==> config.mk <==
export PLATFORM = sky130hd
export DESIGN_NAME = pc_stack_sequencer_flat
export DESIGN_NICKNAME = d
export VERILOG_FILES = /design/src/rtl/pc_stack_sequencer_if.sv /design/src/rtl/pc_stack_sequencer.sv /design/src/flat_wrapper.sv
export SDC_FILE = /design/constraint.sdc
export NUM_CORES = 1
export LEC_CHECK = 0
export CAP_MARGIN = 30
export CORE_MARGIN = 10
export CORE_UTILIZATION = 50
export CTS_CLUSTER_DIAMETER = 40
export DETAILED_ROUTE_END_ITERATION = 10
export PLACE_DENSITY = 0.72
export SLEW_MARGIN = 20
export SYNTH_ARGS = -nofsm -noshare
export SYNTH_HDL_FRONTEND = slang
export SYNTH_SLANG_ARGS = --single-unit
==> constraint.sdc <==
create_clock -name Clk -period 3.1 [get_ports Clk]
set_clock_uncertainty 0.05 [all_clocks]
set_input_delay 0.62 -clock Clk [delete_from_list [all_inputs] [get_ports Clk]]
set_output_delay 0.62 -clock Clk [all_outputs]
set_load 0.02 [all_outputs]
==> src/rtl/pc_stack_sequencer_if.sv <==
// Fetch-stage program-counter bus between the sequencer and its user.
//   Requester side (master): drives En, Op, DIn, ClrErr.
//   Sequencer side (slave):  drives DOut (current PC), Depth, Full, Empty,
//                            Overflow, Underflow.
interface pc_stack_sequencer_if #(
  parameter int unsigned DataWidth  = 16,
  parameter int unsigned StackDepth = 8
);
  localparam int unsigned SW = $clog2(StackDepth + 1);

  logic                 En;
  logic [2:0]           Op;
  logic [DataWidth-1:0] DIn;
  logic                 ClrErr;
  logic [DataWidth-1:0] DOut;
  logic [SW-1:0]        Depth;
  logic                 Full;
  logic                 Empty;
  logic                 Overflow;
  logic                 Underflow;

  modport master (
    output En, Op, DIn, ClrErr,
    input  DOut, Depth, Full, Empty, Overflow, Underflow
  );

  modport slave (
    input  En, Op, DIn, ClrErr,
    output DOut, Depth, Full, Empty, Overflow, Underflow
  );
endinterface

==> src/rtl/pc_stack_sequencer.sv <==
// Program counter with auto-increment, absolute load, PC-relative branch and a
// hardware call/return stack with sticky overflow/underflow flags.
//   Clk   : clock, all state changes on the rising edge
//   Reset : synchronous, active-low
//   bus   : slave side of pc_stack_sequencer_if (En/Op/DIn/ClrErr in;
//           DOut/Depth/Full/Empty/Overflow/Underflow out)
module pc_stack_sequencer #(
  parameter int unsigned DataWidth    = 16,
  parameter int unsigned WordByteSize = 2,
  parameter int unsigned StackDepth   = 8,
  parameter int unsigned ResetVector  = 0
) (
  input logic                 Clk,
  input logic                 Reset,
  pc_stack_sequencer_if.slave bus
);
  localparam int unsigned SW = $clog2(StackDepth + 1);
  localparam int unsigned IW = $clog2(StackDepth);

  localparam logic [2:0] OP_INC    = 3'b000;
  localparam logic [2:0] OP_LOAD   = 3'b001;
  localparam logic [2:0] OP_BRANCH = 3'b010;
  localparam logic [2:0] OP_CALL   = 3'b011;
  localparam logic [2:0] OP_RET    = 3'b100;

  logic [DataWidth-1:0] pc_q, pc_d;
  logic [SW-1:0]        depth_q, depth_d;
  logic                 ovf_q, ovf_d;
  logic                 unf_q, unf_d;
  logic [DataWidth-1:0] stack_q [StackDepth];

  logic                 full;
  logic                 empty;
  logic                 push_en;
  logic                 set_ovf;
  logic                 set_unf;
  logic [DataWidth-1:0] ret_addr;

  // Status decoded from the Depth register only
  assign full     = (depth_q == SW'(StackDepth));
  assign empty    = (depth_q == SW'(0));
  assign ret_addr = pc_q + DataWidth'(WordByteSize);

  // Next-state decode of the current operation
  always_comb begin
    pc_d    = pc_q;
    depth_d = depth_q;
    push_en = 1'b0;
    set_ovf = 1'b0;
    set_unf = 1'b0;
    if (bus.En) begin
      case (bus.Op)
        OP_INC:    pc_d = ret_addr;
        OP_LOAD:   pc_d = bus.DIn;
        // Two's-complement add at full width is the signed branch
        OP_BRANCH: pc_d = pc_q + bus.DIn;
        OP_CALL: begin
          if (full) begin
            set_ovf = 1'b1;
          end else begin
            push_en = 1'b1;
            depth_d = depth_q + SW'(1);
            pc_d    = bus.DIn;
          end
        end
        OP_RET: begin
          if (empty) begin
            set_unf = 1'b1;
          end else begin
            pc_d    = stack_q[IW'(depth_q - SW'(1))];
            depth_d = depth_q - SW'(1);
          end
        end
        default: ;
      endcase
    end
    // A set event in the same cycle outranks the clear
    ovf_d = set_ovf | (ovf_q & ~bus.ClrErr);
    unf_d = set_unf | (unf_q & ~bus.ClrErr);
  end

  // Control registers with synchronous active-low reset
  always_ff @(posedge Clk) begin
    if (!Reset) begin
      pc_q    <= DataWidth'(ResetVector);
      depth_q <= '0;
      ovf_q   <= 1'b0;
      unf_q   <= 1'b0;
    end else begin
      pc_q    <= pc_d;
      depth_q <= depth_d;
      ovf_q   <= ovf_d;
      unf_q   <= unf_d;
    end
  end

  // Return-address storage; contents survive reset, only Depth is cleared
  always_ff @(posedge Clk) begin
    if (Reset && push_en) begin
      stack_q[IW'(depth_q)] <= ret_addr;
    end
  end

  assign bus.DOut      = pc_q;
  assign bus.Depth     = depth_q;
  assign bus.Full      = full;
  assign bus.Empty     = empty;
  assign bus.Overflow  = ovf_q;
  assign bus.Underflow = unf_q;
endmodule
==> src/flat_wrapper.sv <==
// flat-port wrapper written by rule: the top's interface ports become plain ports
module pc_stack_sequencer_flat 
#(
  parameter int unsigned DataWidth    = 16,
  parameter int unsigned WordByteSize = 2,
  parameter int unsigned StackDepth   = 8,
  parameter int unsigned ResetVector  = 0
)
  (Clk, Reset, bus_En, bus_Op, bus_DIn, bus_ClrErr, bus_DOut, bus_Depth, bus_Full, bus_Empty, bus_Overflow, bus_Underflow);
  pc_stack_sequencer_if #(.DataWidth(DataWidth), .StackDepth(StackDepth)) bus_i ();
  input logic Clk;
  input logic Reset;
  input wire logic [$bits(bus_i.En)-1:0] bus_En;
  input wire logic [$bits(bus_i.Op)-1:0] bus_Op;
  input wire logic [$bits(bus_i.DIn)-1:0] bus_DIn;
  input wire logic [$bits(bus_i.ClrErr)-1:0] bus_ClrErr;
  output wire logic [$bits(bus_i.DOut)-1:0] bus_DOut;
  output wire logic [$bits(bus_i.Depth)-1:0] bus_Depth;
  output wire logic [$bits(bus_i.Full)-1:0] bus_Full;
  output wire logic [$bits(bus_i.Empty)-1:0] bus_Empty;
  output wire logic [$bits(bus_i.Overflow)-1:0] bus_Overflow;
  output wire logic [$bits(bus_i.Underflow)-1:0] bus_Underflow;
  assign bus_i.En = bus_En;
  assign bus_i.Op = bus_Op;
  assign bus_i.DIn = bus_DIn;
  assign bus_i.ClrErr = bus_ClrErr;
  assign bus_DOut = bus_i.DOut;
  assign bus_Depth = bus_i.Depth;
  assign bus_Full = bus_i.Full;
  assign bus_Empty = bus_i.Empty;
  assign bus_Overflow = bus_i.Overflow;
  assign bus_Underflow = bus_i.Underflow;
  pc_stack_sequencer #(.DataWidth(DataWidth), .WordByteSize(WordByteSize), .StackDepth(StackDepth), .ResetVector(ResetVector)) u_core (.Clk(Clk), .Reset(Reset), .bus(bus_i));
endmodule
### Word-level counts from Yosys, hierarchy flattened

Memory sizes are Yosys's and may differ from the RTL's.
Cells that the tools add are included.

* $add $sub $neg: 4
* eq/ne operators: 7
* muxes and demuxes: 17
* bitwise logic cells: 5
* reduce and logical (&&, ||, !) cells: 7

Operator list (count)
* $pmux 16 s5: 1
* $mux 16: 2
* $add 16x16->16: 1
* $add 16x2->16 const B: 1
* $mux 1: 11
* $mux 4: 2
* $pmux 4 s2: 1
* $reduce_and 4->1: 2
* $eq 3x2->1 const B: 2
* $reduce_bool 5->1: 1
* $add 4x1->4 const B: 1
* $eq 4x4->1 const B: 1
* $logic_not 4->1: 1
* $ne 2x2->1 const B: 2
* $sub 4x1->4 const B: 1
* $eq 3x1->1 const B: 1
* $eq 3x3->1 const B: 1
* $logic_not 3->1: 1
* $and 1x1->1: 2
* $or 1x1->1: 2
* $reduce_bool 2->1: 1
* $logic_and 1x1->1: 1
* $not 1->1: 1

* register bits: 22
* RAM bits: 128
* bits of input ports: 23
* output and inout port bits: 24
* logic and storage cells: 45
* memories kept: 1

Memories
* u_core.stack_q: words 8, width 16, rd ports 1, clocked after memory_dff 0, write ports 1, RTL line pc_stack_sequencer.sv:30 `logic [DataWidth-1:0] stack_q [StackDepth];`

### Depth between registers and ports, before layout

Gate-level depths: netlist (run 1).

* depth after elaboration: 7
* depth in mapped cells: 12
* mapped depth without buffers: 8

### Least setup slack after synthesis (run 1)

Ideal clock, no wire load.

* kind: register to register
* start: register u_core.depth_q[0], in the netlist u_core.bus.Depth[0]
* end: memory u_core.stack_q[1][0] (enable)
* library setup time: 409 ps
* arrival: 2772 ps
* required time: 2641 ps
* setup slack: -131 ps
* stages on the path, launching flop included: 8
* buffers on the path: 2
* period minus slack after synthesis: 3231 ps
* path through: dfxtp_1 > buf_4 > buf_2 > inv_1 > ha_1 > nand3b_1 > nand4_1 > nor3_1

* word-level cells in the longest chain between the ends: 7

Ends and longest elaborated chain
* from (decl): RTL line pc_stack_sequencer.sv:27 `logic [SW-1:0] depth_q, depth_d;`
* from (signal assigned): RTL line pc_stack_sequencer.sv:91 `depth_q <= depth_d;`
* $eq 4x4->1: RTL line pc_stack_sequencer.sv:40 `assign full = (depth_q == SW'(StackDepth));`
* $mux 1: RTL line pc_stack_sequencer.sv:58 `if (full) begin`
* $mux 1: RTL line pc_stack_sequencer.sv:52 `case (bus.Op)`
* $mux 1: RTL line pc_stack_sequencer.sv:51 `if (bus.En) begin`
* $logic_and 1x1->1: RTL line pc_stack_sequencer.sv:99 `if (Reset && push_en) begin`
* $mux 1: RTL line pc_stack_sequencer.sv:99
* $mux 1 (implied by the code): RTL line pc_stack_sequencer.sv:100 `stack_q[IW'(depth_q)] <= ret_addr;`
* to (decl): RTL line pc_stack_sequencer.sv:30

Parallel ways exist; a longest one is shown, timed or not.

### Final worst setup path (run 1)

* start: register u_core.depth_q[1], in the netlist u_core.bus.Depth[1]
* end: output bus_Empty

* word-level cells in the longest chain between the ends: 1

Ends and longest elaborated chain
* $logic_not 4->1: RTL line pc_stack_sequencer.sv:41 `assign empty = (depth_q == SW'(0));`
* to (decl): RTL line flat_wrapper.sv:20 `output wire logic [$bits(bus_i.Empty)-1:0] bus_Empty;`

No other way between the ends.

==> results of run 1 <==
-- critical path, stage by stage, from the launching register on --
cell and delay (ns):
dfxtp_1 0.42, inv_1 0.15, ha_1 0.26, nor3b_2 0.35, clkdlybuf4s50_1 0.68
-- Yosys cell counts, drive strengths merged, types with 5 or more instances --
| cell | number |
|---|---|
| a21boi | 7 |
| a21oi | 22 |
| a221oi | 6 |
| a22o | 8 |
| a22oi | 7 |
| a31oi | 5 |
| and2 | 8 |
| and3 | 9 |
| buf | 12 |
| clkbuf | 16 |
| dfxtp | 22 |
| edfxtp | 128 |
| ha | 18 |
| inv | 10 |
| mux4 | 32 |
| nand2 | 32 |
| nand3 | 18 |
| nand4 | 7 |
| nor2 | 27 |
| nor3 | 9 |
| nor3b | 5 |
| o21ai | 20 |
| xnor2 | 18 |
| xor2 | 12 |
-- state kept, by name, indices dropped and copies added (netlist names) --
signal and cells:
u_core.stack_q 128, u_core.bus.DOut 16, u_core.bus.Depth 4, u_core.bus.Underflow 1, u_core.bus.Overflow 1
-- worst max path at each step --
stage	startpoint	end
detailed placement	bus_DIn[0]	u_core.bus.DOut[8]
floorplan	u_core.bus.Depth[0]	u_core.bus.DOut[13]
global placement	bus_DIn[0]	u_core.bus.DOut[8]
finish	u_core.bus.Depth[1]	bus_Empty
CTS	u_core.bus.Depth[1]	bus_Empty
global route	u_core.bus.Depth[1]	bus_Empty
-- per-stage QoR --
stage	worst slack, ns	instances
global placement	-0.105	755
detailed placement	-0.0830	755
floorplan	0.141	521
CTS	0.121	787
finish	0.147	788
global route	0.0221	788
-- kinds of logic (layout without fill, tap and decap cells) --
kind of cell             count (synthesis)  count (layout)
adder cells (fa/ha/maj)                 19              19
flip-flops                             150             150
AO/OA/AOI/OAI                          111             111
buffers and inverters                   38             125
multiplexers                            34              34
XOR/XNOR                                30              30
AND/OR/NAND/NOR                        139             139
-- power breakdown --
part	switching [mW]	total [mW]	internal, mW
clock	0.870	2.15	1.29
sequential	0.0406	2.26	2.22
combinational	0.307	0.561	0.254
total	1.22	4.98	3.76
-- layout by cell type (no fill, tap or decap), types with 10 or more instances in the layout --
master,count
inv_1,10
nand3_1,18
nand2_1,32
nor2_1,25
clkbuf_16,17
dfxtp_1,21
xor2_1,12
a21oi_1,21
mux4_2,32
edfxtp_1,128
o21ai_0,18
clkdlybuf4s50_1,46
buf_4,25
xnor2_1,18
buf_12,11
ha_1,18
-- final cells by class --
cell class	count	area share, %
Sequential cell	150	48.4
Multi-Input combinational cell	333	31.7
Timing Repair Buffer	83	9.90
Clock buffer	17	4.81
Tap cell	180	2.55
Clock inverter	15	2.14
Inverter	10	0.424
-- per-layer routing --
layer | track usage (%) | vias up | wire, µm
met1 | 25.9 | 2510 | 8300
met2 | 31.0 | 214 | 9100
li1 | - | 2216 | -
met5 | 0 | - | 0
met3 | 5.54 | 29 | 1280
met4 | 5.71 | 0 | 293
==> results.json, run 1 <==
{
  "cts_tree": "done",
  "holdPathEnd": "u_core.bus.Underflow",
  "vias": 4969,
  "ir_worst_vdd_mv": 0.365,
  "hold_start": "u_core.bus.Underflow",
  "synth-seq-cells": 150,
  "ys.flop_type": "edfxtp_1",
  "relSlewSlack_pct": 48.7,
  "pin_count": 47,
  "post_cts_resize_count": 0,
  "fin_area_um2": 8850,
  "grt_pass1_wl_mm": 30.0,
  "whs_ns": 0.430,
  "critical_path.max_fanout": 8,
  "dr.pass1.iters": 5,
  "path_clk_slew_ns": 0.07,
  "multiInputGateArea_um2": 2810,
  "die_h_um": 141,
  "syn-cell-area_um2": 7260,
  "antenna_found_initial": 0,
  "nNetsFinal": 637,
  "ant_nets": 0,
  "synthMuxAreaShare_pct": 10.2,
  "cts_root_buffer": "clkbuf_16",
  "synth_cell_types": 70,
  "reg2reg_to": "u_core.bus.DOut[8]",
  "drive_above_1_share_pct": 19.4,
  "post-route-drc-count": 0,
  "leakage_nw": 3.04,
  "power.density_nw_per_um2": 563,
  "diodes": 0,
  "routed_via_density": 6.31,
  "synth_top_area_share_pct": 52.9,
  "holdPathStages": 2,
  "cts_sinks": 150,
  "slew_violations": 0,
  "dieArea_um2": 19700,
  "final-setup-viol-count": 0,
  "area_delta_synth_final_pct": 21.8,
  "placedInstanceArea_um2": 8220,
  "cts_setup_buffers": 0,
  "fillers": 1009,
  "synth_compound_area_share_pct": 10.9,
  "start_util_pct": 51.7,
  "avgRoutedWirePerCell_um": 24.1,
  "grt_usage_pct": 19.7,
  "period_share_pct": 95.3,
  "period_minus_slack_ns": 2.95,
  "reg2reg_slack_ns": 0.49,
  "max_slew.worst_pin.slew_ns": 0.764,
  "drt_wl_total_mm": 19.0,
  "critPathKind": "flop to output pin",
  "synthSimpleGateAreaFrac_pct": 10.3,
  "cts_buffer_depth": 2,
  "hold_buffers": 0,
  "cts_buffers": 17,
  "synth_warnings": 0,
  "grt_pass1_vias": 5119,
  "synth_edf_count": 128,
  "clkLatencyLatePin_ns": 0.43,
  "start_kind": "flop",
  "dp_hpwl_mm": 12.3,
  "synth_nets": 563,
  "seq_area_um2": 4290,
  "grt_max_degree": 38,
  "synth_cells": 521,
  "maxCapViolCount": 0,
  "hold_class": "flop to flop",
  "synth_adder_area_share_pct": 3.38,
  "setup_tns_ns": 0,
  "core_um2": 14000,
  "die_w_um": 141,
  "yosysTopAreaCell": "edfxtp_1",
  "grt_overflow": 0,
  "clock.fmax_ghz": 0.339,
  "power_mw": 4.98,
  "worst_setup_path_end_kind": "output pin",
  "grt_setup_unrepaired": "false",
  "cts_htree_levels": 4,
  "worstRegToRegCells": 9,
  "synth_top_family_by_area": "compound AO/OA/AOI/OAI gates",
  "rr_startpoint": "u_core.bus.DOut[0]",
  "synth_area_per_cell_um2": 13.9,
  "gp_congestion": 0.943,
  "hold_viol_final": 0,
  "io_buffer_count": 46,
  "dr.first_iter.drc_count": 533,
  "cp_data_required_time_ns": 2.43,
  "num_rows": 43,
  "synthArstFlopShare_pct": 0,
  "fin_util_pct": 63.0,
  "synth_area_leaders": "edfxtp_1 (53%), mux4_2 (9.9%), dfxtp_1 (6.1%), ha_1 (3.1%), xnor2_1 (2.2%)",
  "cp_data_arrival_time_ns": 2.28,
  "status": "complete, no violations",
  "synth-xor-area-share_pct": 3.62,
  "yosysSeqAreaShare_pct": 59.0
}
Note: power is estimated with default switching activity, not from simulation.
==> inputs of run 2 (changes only) <==
CAP_MARGIN = unset   (was 30)
PLACE_DENSITY = 0.75   (was 0.72)
==> run 2 against run 1 <==
Register-to-register slack got worse by 0.03 ns. Die area did not move. Total power fell by 7.4%. Sequential power barely moved. Routed wire length fell by 3.4%.
==> results.json, run 2 (synthesized netlist as in run 1, its figures left out) <==
{
  "avgRoutedWirePerCell_um": 23.3,
  "drt_wl_total_mm": 18.3,
  "worst_setup_path_end_kind": "flop",
  "final_common_cell": "edfxtp_1",
  "cts_htree_levels": 4,
  "dp_hpwl_mm": 12.4,
  "max_slew.worst_pin.slew_ns": 1.02,
  "die_h_um": 141,
  "die_w_um": 141,
  "antenna_found_initial": 0,
  "cts_sinks": 150,
  "hold_class": "flop to flop",
  "num_rows": 43,
  "rr_startpoint": "u_core.bus.DOut[0]",
  "diodes": 0,
  "largest_register_ffs": 128,
  "fin_ws_ns": 0.321,
  "top_layer_used": "met4",
  "final-setup-viol-count": 0,
  "routed_via_density": 6.26,
  "grt_max_degree": 38,
  "dieArea_um2": 19700,
  "layout_common_cells": "edfxtp_1 (128), clkdlybuf4s50_1 (46), nand2_1 (32), mux4_2 (32), buf_4 (28)",
  "cts_buffer_depth": 2,
  "reg2reg_slack_ns": 0.46,
  "ir_worst_vdd_mv": 0.376,
  "start_util_pct": 51.7,
  "path_cells": "clkdlybuf4s50_1 -> ha_1 -> fa_1 -> a21o_1 -> a221o_1 -> a311oi_2 -> xnor2_1 -> a221oi_2 -> o21ai_1",
  "maxCapViolCount": 0,
  "combPwrFrac_pct": 12.3,
  "cts_setup_buffers": 0,
  "period_share_pct": 89.6,
  "power.density_nw_per_um2": 529,
  "wl_met2_mm": 8.72,
  "route.met3.wl_mm": 1.33,
  "netSwitchingPower_mw": 1.13,
  "clock.fmax_ghz": 0.360,
  "internal-power_mw": 3.48,
  "cp_data_required_time_ns": 3.35,
  "reg2reg_to": "u_core.bus.DOut[10]",
  "pin_count": 47,
  "post_cts_resize_count": 0,
  "post-route-drc-count": 0,
  "fillers": 1008,
  "ant_nets": 0,
  "path_clk_slew_ns": 0.06,
  "placed_cells": 756,
  "io_buffer_count": 46,
  "wl_met1_mm": 7.91,
  "cp_data_arrival_time_ns": 3.03,
  "hold_viol_final": 0,
  "holdPathStages": 2,
  "grt_pass1_wl_mm": 28.7,
  "grt_setup_unrepaired": "false",
  "gp_congestion": 1.00,
  "cts_tree": "done",
  "slowest_stage": "clkdlybuf4s50_1",
  "drive_above_1_share_pct": 18.6,
  "cts_root_buffer": "clkbuf_16",
  "power_mw": 4.61,
  "area_delta_synth_final_pct": 20.1,
  "grt_usage_pct": 18.8,
  "slew_violations": 0,
  "p_sw_share_pct": 24.4,
  "critical_path.max_fanout": 3,
  "leakage_nw": 2.98,
  "power_frac_seq_pct": 49.0,
  "hold_buffers": 0,
  "worstRegToRegCells": 8,
  "nNetsFinal": 637,
  "grt_overflow": 0,
  "relSlewSlack_pct": 31.2,
  "start_kind": "input pin",
  "critPathMaxStageDelay_ns": 0.42,
  "hold_start": "u_core.bus.Underflow",
  "period_minus_slack_ns": 2.78,
  "dr.pass1.iters": 5,
  "regMostFlops": "u_core.stack_q",
  "core_um2": 14000,
  "status": "complete, no violations",
  "clkPwrFrac_pct": 38.8,
  "grt_pass1_vias": 4945,
  "place_ws_ns": -0.113,
  "clkLatencyLatePin_ns": 0.42,
  "dr.first_iter.drc_count": 535,
  "holdPathEnd": "u_core.bus.Underflow",
  "critPathKind": "input pin to flop",
  "cts_buffers": 17,
  "final_cells": 787,
  "vias": 4927
}
run 2: stage by stage:
step	area, µm²	hold slack (ns)	utilization, %	TNS (ns)
finish	8720	0.436	62.1	0
global route	8720	0.477	62.1	0
CTS	8720	0.440	62.1	0
detailed placement	8210	0.429	58.4	-0.276
global placement	8210	0.413	58.4	-0.213
floorplan	7270	0.496	-	0
run 2: worst max path at each step:
stage,from,end,slack (ns)
finish,bus_DIn[0],u_core.bus.DOut[10],0.32
global route,bus_DIn[0],u_core.bus.DOut[8],0.14
CTS,u_core.bus.Depth[0],bus_Empty,0.32
detailed placement,bus_DIn[0],u_core.bus.DOut[10],-0.11
global placement,bus_DIn[0],u_core.bus.DOut[8],-0.09
floorplan,u_core.bus.Depth[0],u_core.bus.DOut[13],0.14
run 2: layout make-up:
class	count	area [µm²]	area share, %
Tap cell	180	225	2.58
Sequential cell	150	4290	49.2
Multi-Input combinational cell	333	2810	32.2
Inverter	10	37.5	0.431
Timing Repair Buffer	83	851	9.76
Clock inverter	13	82.6	0.947
Clock buffer	18	429	4.92
run 2: layer usage:
layer  global-route usage (%)  vias to the layer above
met5                        0                        -
met4                     5.43                        0
met3                     5.21                       30
met2                     29.8                      239
met1                     24.6                     2449
li1                         -                     2209
run 2: power groups by stage:
| stage | Sequential [mW] | Clock [mW] | Combinational, mW |
|---|---|---|---|
| floorplan | 2.31 | 0 | 0.326 |
| global placement | 2.30 | 0 | 0.545 |
| detailed placement | 2.30 | 0 | 0.555 |
| CTS | 2.26 | 1.81 | 0.561 |
| global route | 2.26 | 1.91 | 0.611 |
| finish | 2.26 | 1.79 | 0.566 |
run 2: worst max-delay path, delay by kind of cell:
kind / cells / cell delay [ns]
AO/OA/AOI/OAI: 5 / 1.23
adder cells (fa/ha/maj): 2 / 0.61
buffers and inverters: 1 / 0.42
XOR/XNOR: 1 / 0.13
==> inputs of run 3 (changes only) <==
SKIP_LAST_GASP = 1   (was unset)
==> results of run 3 <==
Same layout as run 2: the final DEF is identical, and so are final timing and power.
